$ cat src/rtl/instr_issue_ctrl.sv
// ---------------------------------------------------------------------------
// instr_issue_ctrl
//
// Buffers instruction words from an upstream source in a small circular
// FIFO and issues them, one per clock, as a registered Instruction word to a
// single-cycle core. A three-state controller (IDLE / RUN / HALT) gates the
// core's reset, inserts NOP bubbles when starved, and stops on HALT_WORD.
//
// Ports
//   CLK          rising-edge clock
//   ResetPC      asynchronous active-high reset
//   start        one-cycle request: IDLE->RUN, or HALT->IDLE
//   in_valid     upstream word valid
//   in_instr     upstream instruction word
//   in_ready     FIFO can accept a word this cycle
//   Instruction  registered word driven to the core
//   issue_valid  Instruction holds a real issued word (not a bubble)
//   core_reset   1 holds the core in reset (state == IDLE)
//   state        00=IDLE, 01=RUN, 10=HALT
//   fifo_count   current FIFO occupancy
//   issue_count  words issued since reset / last IDLE entry (saturating)
// ---------------------------------------------------------------------------
module instr_issue_ctrl #(
  parameter int unsigned DEPTH     = 4,
  parameter logic [31:0] NOP_WORD  = 32'h00000013,
  parameter logic [31:0] HALT_WORD = 32'h00100073,
  localparam int unsigned PW       = $clog2(DEPTH),
  localparam int unsigned CW       = PW + 1
) (
  input  logic          CLK,
  input  logic          ResetPC,
  input  logic          start,
  input  logic          in_valid,
  input  logic [31:0]   in_instr,
  output logic          in_ready,
  output logic [31:0]   Instruction,
  output logic          issue_valid,
  output logic          core_reset,
  output logic [1:0]    state,
  output logic [CW-1:0] fifo_count,
  output logic [15:0]   issue_count
);

  typedef enum logic [1:0] {
    ST_IDLE = 2'b00,
    ST_RUN  = 2'b01,
    ST_HALT = 2'b10
  } state_t;

  state_t        state_q, state_d;
  logic [31:0]   instr_q, instr_d;
  logic          valid_q, valid_d;
  logic [PW-1:0] wr_ptr_q, wr_ptr_d;
  logic [PW-1:0] rd_ptr_q, rd_ptr_d;
  logic [CW-1:0] cnt_q, cnt_d;
  logic [15:0]   icnt_q, icnt_d;

  logic [31:0]   mem_q [DEPTH];

  logic          push_req;
  logic          mem_we;
  logic          pop_en;
  logic          flush;
  logic [31:0]   head;

  // Ready depends only on registered state, so a pop in the same cycle never
  // makes room early.
  assign in_ready = (cnt_q < CW'(DEPTH)) &&
                    ((state_q == ST_IDLE) || (state_q == ST_RUN));

  assign push_req = in_valid && in_ready;
  // Head is read from the pre-edge array contents, so a word pushed this
  // cycle can never be popped in the same cycle.
  assign head     = mem_q[rd_ptr_q];

  always_comb begin
    state_d = state_q;
    instr_d = NOP_WORD;
    valid_d = 1'b0;
    icnt_d  = icnt_q;
    pop_en  = 1'b0;
    flush   = 1'b0;

    case (state_q)
      ST_IDLE: begin
        if (start) state_d = ST_RUN;
      end
      ST_RUN: begin
        if (cnt_q != '0) begin
          pop_en = 1'b1;
          if (head == HALT_WORD) begin
            // Stop: drop the queue and any word arriving on this edge.
            flush   = 1'b1;
            state_d = ST_HALT;
          end else begin
            instr_d = head;
            valid_d = 1'b1;
            if (icnt_q != 16'hFFFF) icnt_d = icnt_q + 16'd1;
          end
        end
      end
      ST_HALT: begin
        if (start) begin
          state_d = ST_IDLE;
          icnt_d  = '0;
        end
      end
      default: begin
        // Unused encoding: recover to IDLE with an empty FIFO.
        state_d = ST_IDLE;
        flush   = 1'b1;
      end
    endcase

    mem_we = push_req && !flush;

    if (flush) begin
      wr_ptr_d = wr_ptr_q;
      rd_ptr_d = wr_ptr_q;
      cnt_d    = '0;
    end else begin
      wr_ptr_d = mem_we ? wr_ptr_q + PW'(1) : wr_ptr_q;
      rd_ptr_d = pop_en ? rd_ptr_q + PW'(1) : rd_ptr_q;
      cnt_d    = cnt_q + CW'(mem_we) - CW'(pop_en);
    end
  end

  always_ff @(posedge CLK or posedge ResetPC) begin
    if (ResetPC) begin
      state_q  <= ST_IDLE;
      instr_q  <= NOP_WORD;
      valid_q  <= 1'b0;
      wr_ptr_q <= '0;
      rd_ptr_q <= '0;
      cnt_q    <= '0;
      icnt_q   <= '0;
    end else begin
      state_q  <= state_d;
      instr_q  <= instr_d;
      valid_q  <= valid_d;
      wr_ptr_q <= wr_ptr_d;
      rd_ptr_q <= rd_ptr_d;
      cnt_q    <= cnt_d;
      icnt_q   <= icnt_d;
    end
  end

  // Storage needs no reset: occupancy and pointers define what is valid.
  always_ff @(posedge CLK) begin
    if (mem_we) mem_q[wr_ptr_q] <= in_instr;
  end

  assign Instruction = instr_q;
  assign issue_valid = valid_q;
  assign core_reset  = (state_q == ST_IDLE);
  assign state       = state_q;
  assign fifo_count  = cnt_q;
  assign issue_count = icnt_q;

endmodule

$ cat config.mk
export PLATFORM = sky130hd
export DESIGN_NAME = instr_issue_ctrl
export DESIGN_NICKNAME = d
export VERILOG_FILES = /design/src/rtl/instr_issue_ctrl.sv
export SDC_FILE = /design/constraint.sdc
export NUM_CORES = 1
export LEC_CHECK = 0
export BUFFER_PORTS_ARGS = -buffer_cell sky130_fd_sc_hd__buf_4
export CORE_UTILIZATION = 50
export DETAILED_ROUTE_END_ITERATION = 7
export PLACE_DENSITY = 0.69
export SYNTH_ARGS = -nofsm -noshare
export SYNTH_HDL_FRONTEND = slang
export SYNTH_SLANG_ARGS = --single-unit
$ cat constraint.sdc
create_clock -name CLK -period 10.6 [get_ports CLK]
set_input_delay 2.65 -clock CLK [delete_from_list [all_inputs] [get_ports CLK]]
set_output_delay 2.65 -clock CLK [all_outputs]
set_load 0.02 [all_outputs]
==> results.md <==
- Status: complete, no violations
- Crit path capture type: flop
- Die Span Y: 124.1 µm
- Core area: 14,530 µm²
- Max cap viols: 0
- Crit path launch type: flop
- CTS max path bufs: 2
- Dpl cell area: 8310 µm²
- Pre-antenna DRT Iters: 5
- # nets final: 571
- Grt total ovfl: 0
- Clock Skew: ~10 ps
- Max VDD drop: roughly 120 µV
- Count leader, synth: edfxtp_1
- Initial antenna violation count: 0
- Power, Total: 0.002489 W
- Period utilization: 0.4048
- Synthesized area per cell: 17.29 µm²
- Top cell type's share of synthesized area: 0.5157
- Postcts setup bufs: 0
- Ys flop type: edfxtp_1
- Final hold vios: 0
- Met1 usage: 0.2538
- Unique cell type count in the Yosys netlist: 59
- Asr flop ratio synth: 0.3118
- Clock Latency Late Sink: 430 ps
- WS Path Type: reg -> reg
- Cell area after layout: around 8900 µm²
- Largest net degree at the start of global routing: 59
- Setup TNS: 0 ps
- Starting Density: 0.5128
- Fmax: 0.2331 GHz
- Area of the die: roughly 15,000 µm²
- Flops & latches, synth: 186
- DR vias/cell: 5.595
- Min cycle time layout: between 4000 and 5000 ps
- M3 GR Usage: 0.05037
- Hold-fix buffers, CTS: 0
- Worst-Margin Slew: between 1000 and 1500 ps
- CTS tree: done
- Yosys top cell by area: edfxtp_1
- # DRC: 0
- Critical Path, Cell by Cell: buf_4 > mux4_1 > nor4b_2 > nand4_2 > or2_4 > o211ai_4 > ha_1 > inv_1 > ha_1 > inv_1 > fa_1 > xor2_1 > xnor2_1 > nor2_1
- CP required: 10,910 ps
- Die Wd: 124.1 µm
- HP Class: reg -> reg
- Post-DRT Antenna Nets: 0
- Post-synthesis sequential area ratio: 0.7109
- Post-DP HPWL: 8650 µm
- Crit path buf inv count: 3
- Final setup viols: 0
- Power density over the cells: 279.7 nW/µm²
- Syn Std Cell Area: ~7500 µm²
- Num rows: 44
- Initial DRC Count: 283
- CTS sink cnt: 186
- RSZ-0062 raised after global routing: no
- WL per Instance: 18.92 µm
- Max incr delay on CP: ~700 ps
- N_diodes: 0
- Commonest cells in the netlist: edfxtp_1, dfrtp_1, and2_1
- Final Max Tran Viols: 0
- Final Routed Wirelength: 13,700 µm
- Crit-path slowest cell: mux4_1
- Pleak: 3.386 nW
- Met2 usage: 0.3211
- First-pass GRT wire length: 21,740 µm
- Synth Net Count: 475
- Number of cells upsized or downsized after cts: 0
- Total GRT Usage: 0.1972
- Synth Instances: 431
- Htree depth: 4
- Worst Path Max Fanout: 37
- Io pins: a little over 90
- Number of flops mapped to enable cells by yosys: 128
- Clock buffer count from CTS: 17
- Layout cells sized above 1: 0.3241
- GP Congestion: 0.8257
- GRT Max-Usage Layer: met2
- Synth-to-Final Area Change: 19.39%
- Relative slew slack: 0.2777
- Vias in the first global route: 4,111
- Top cells by area, synth: edfxtp_1, dfrtp_1, mux4_2
- Worst EP arrival: 4600 ps
- Clock slew at reported path FFs: ~70 ps
- Vias: 4,051
- Port bufs: 91
- Worst path top cell family by delay: simple AND/OR/NAND/NOR gates
- Syn. warnings: 0
- CTS Root Buffer Type: clkbuf_16
==> final timing paths <==
kind	startpoint	to	slack (ps)	cells after the start
min in group asynchronous	ResetPC	issue_valid	2440	3
min reg2reg	issue_count[12]	issue_count[12]	500	1
min	issue_count[12]	issue_count[12]	500	1
max	rd_ptr_q[0]	fifo_count[2]	6310	14
max in group asynchronous	ResetPC	rd_ptr_q[0]	7610	3
max reg2reg	rd_ptr_q[0]	fifo_count[2]	6310	14
==> cell usage in the layout, fill, tap and decap left out, drive strengths merged, types with 2 or more instances in the layout <==
| cell type | count |
|---|---|
| o31ai | 2 |
| nand3 | 7 |
| clkinvlp | 3 |
| nor4b | 4 |
| ha | 7 |
| inv | 21 |
| mux2i | 9 |
| or3 | 2 |
| or4 | 3 |
| nor3 | 9 |
| nand2b | 4 |
| mux4 | 32 |
| xnor2 | 2 |
| and4 | 3 |
| clkinv | 4 |
| nand2 | 19 |
| nor2 | 21 |
| and3 | 5 |
| o311ai | 2 |
| o211ai | 4 |
| bufinv | 2 |
| o21ai | 8 |
| clkbuf | 20 |
| nor2b | 2 |
| and2 | 32 |
| edfxtp | 128 |
| nor4 | 4 |
| dfrtp | 55 |
| a21oi | 3 |
| a31oi | 2 |
| nand4 | 7 |
| dfstp | 3 |
| buf | 94 |
==> through the flow <==
stage / utilization / hold slack [ps] / instances / worst slack [ps]
floorplan: - / 534.8 / 431 / 6037
detailed placement: 0.5718 / 494.6 / 692 / 6217
finish: 0.6123 / 498.6 / 724 / 6309
global placement: 0.5718 / 481.1 / 692 / 6287
global route: 0.6123 / 544.3 / 724 / 5982
CTS: 0.6123 / 503.5 / 724 / 6200
==> state kept, by name, summed over array words and instances, names as in the netlist <==
register     cells
Instruction     32
fifo_count       3
issue_count     16
issue_valid      1
mem_q          128
rd_ptr_q         2
state            2
wr_ptr_q         2
==> kinds of logic after synthesis <==
| kind of cell | count (synthesis) | share of synthesized area |
|---|---|---|
| XOR/XNOR | 3 | 0.003526 |
| AND/OR/NAND/NOR | 124 | 0.1007 |
| multiplexers | 42 | 0.1133 |
| flip-flops | 186 | 0.7109 |
| buffers and inverters | 35 | 0.02383 |
| adder cells (fa/ha/maj) | 8 | 0.01444 |
| AO/OA/AOI/OAI | 33 | 0.03324 |
==> power breakdown <==
part / leakage, nW / internal, W / switching (W)
Sequential: 1.83 / 0.000961 / 0.0000808
Clock: 0.280 / 0.000357 / 0.000268
Combinational: 1.28 / 0.000366 / 0.000456
==> area by class of cell <==
class / count / area, µm²
inverters: 18 / 67.56
clock buffers: 20 / 446.7
flip-flops and latches: 186 / 5300
repair buffers: 94 / 705.7
multi-input cells: 210 / 2007
clock inverters: 12 / 141.4
well taps: 184 / 230.2
fillers: 1106 / 5635
==> routing by layer <==
metal | share of wire | routed length [µm]
met1 | 0.43 | 5829
met2 | 0.51 | 6956
met3 | 0.054 | 739
met4 | 0.013 | 175
met5 | 0 | 0
No activity file was read; power rests on OpenSTA's default activity.
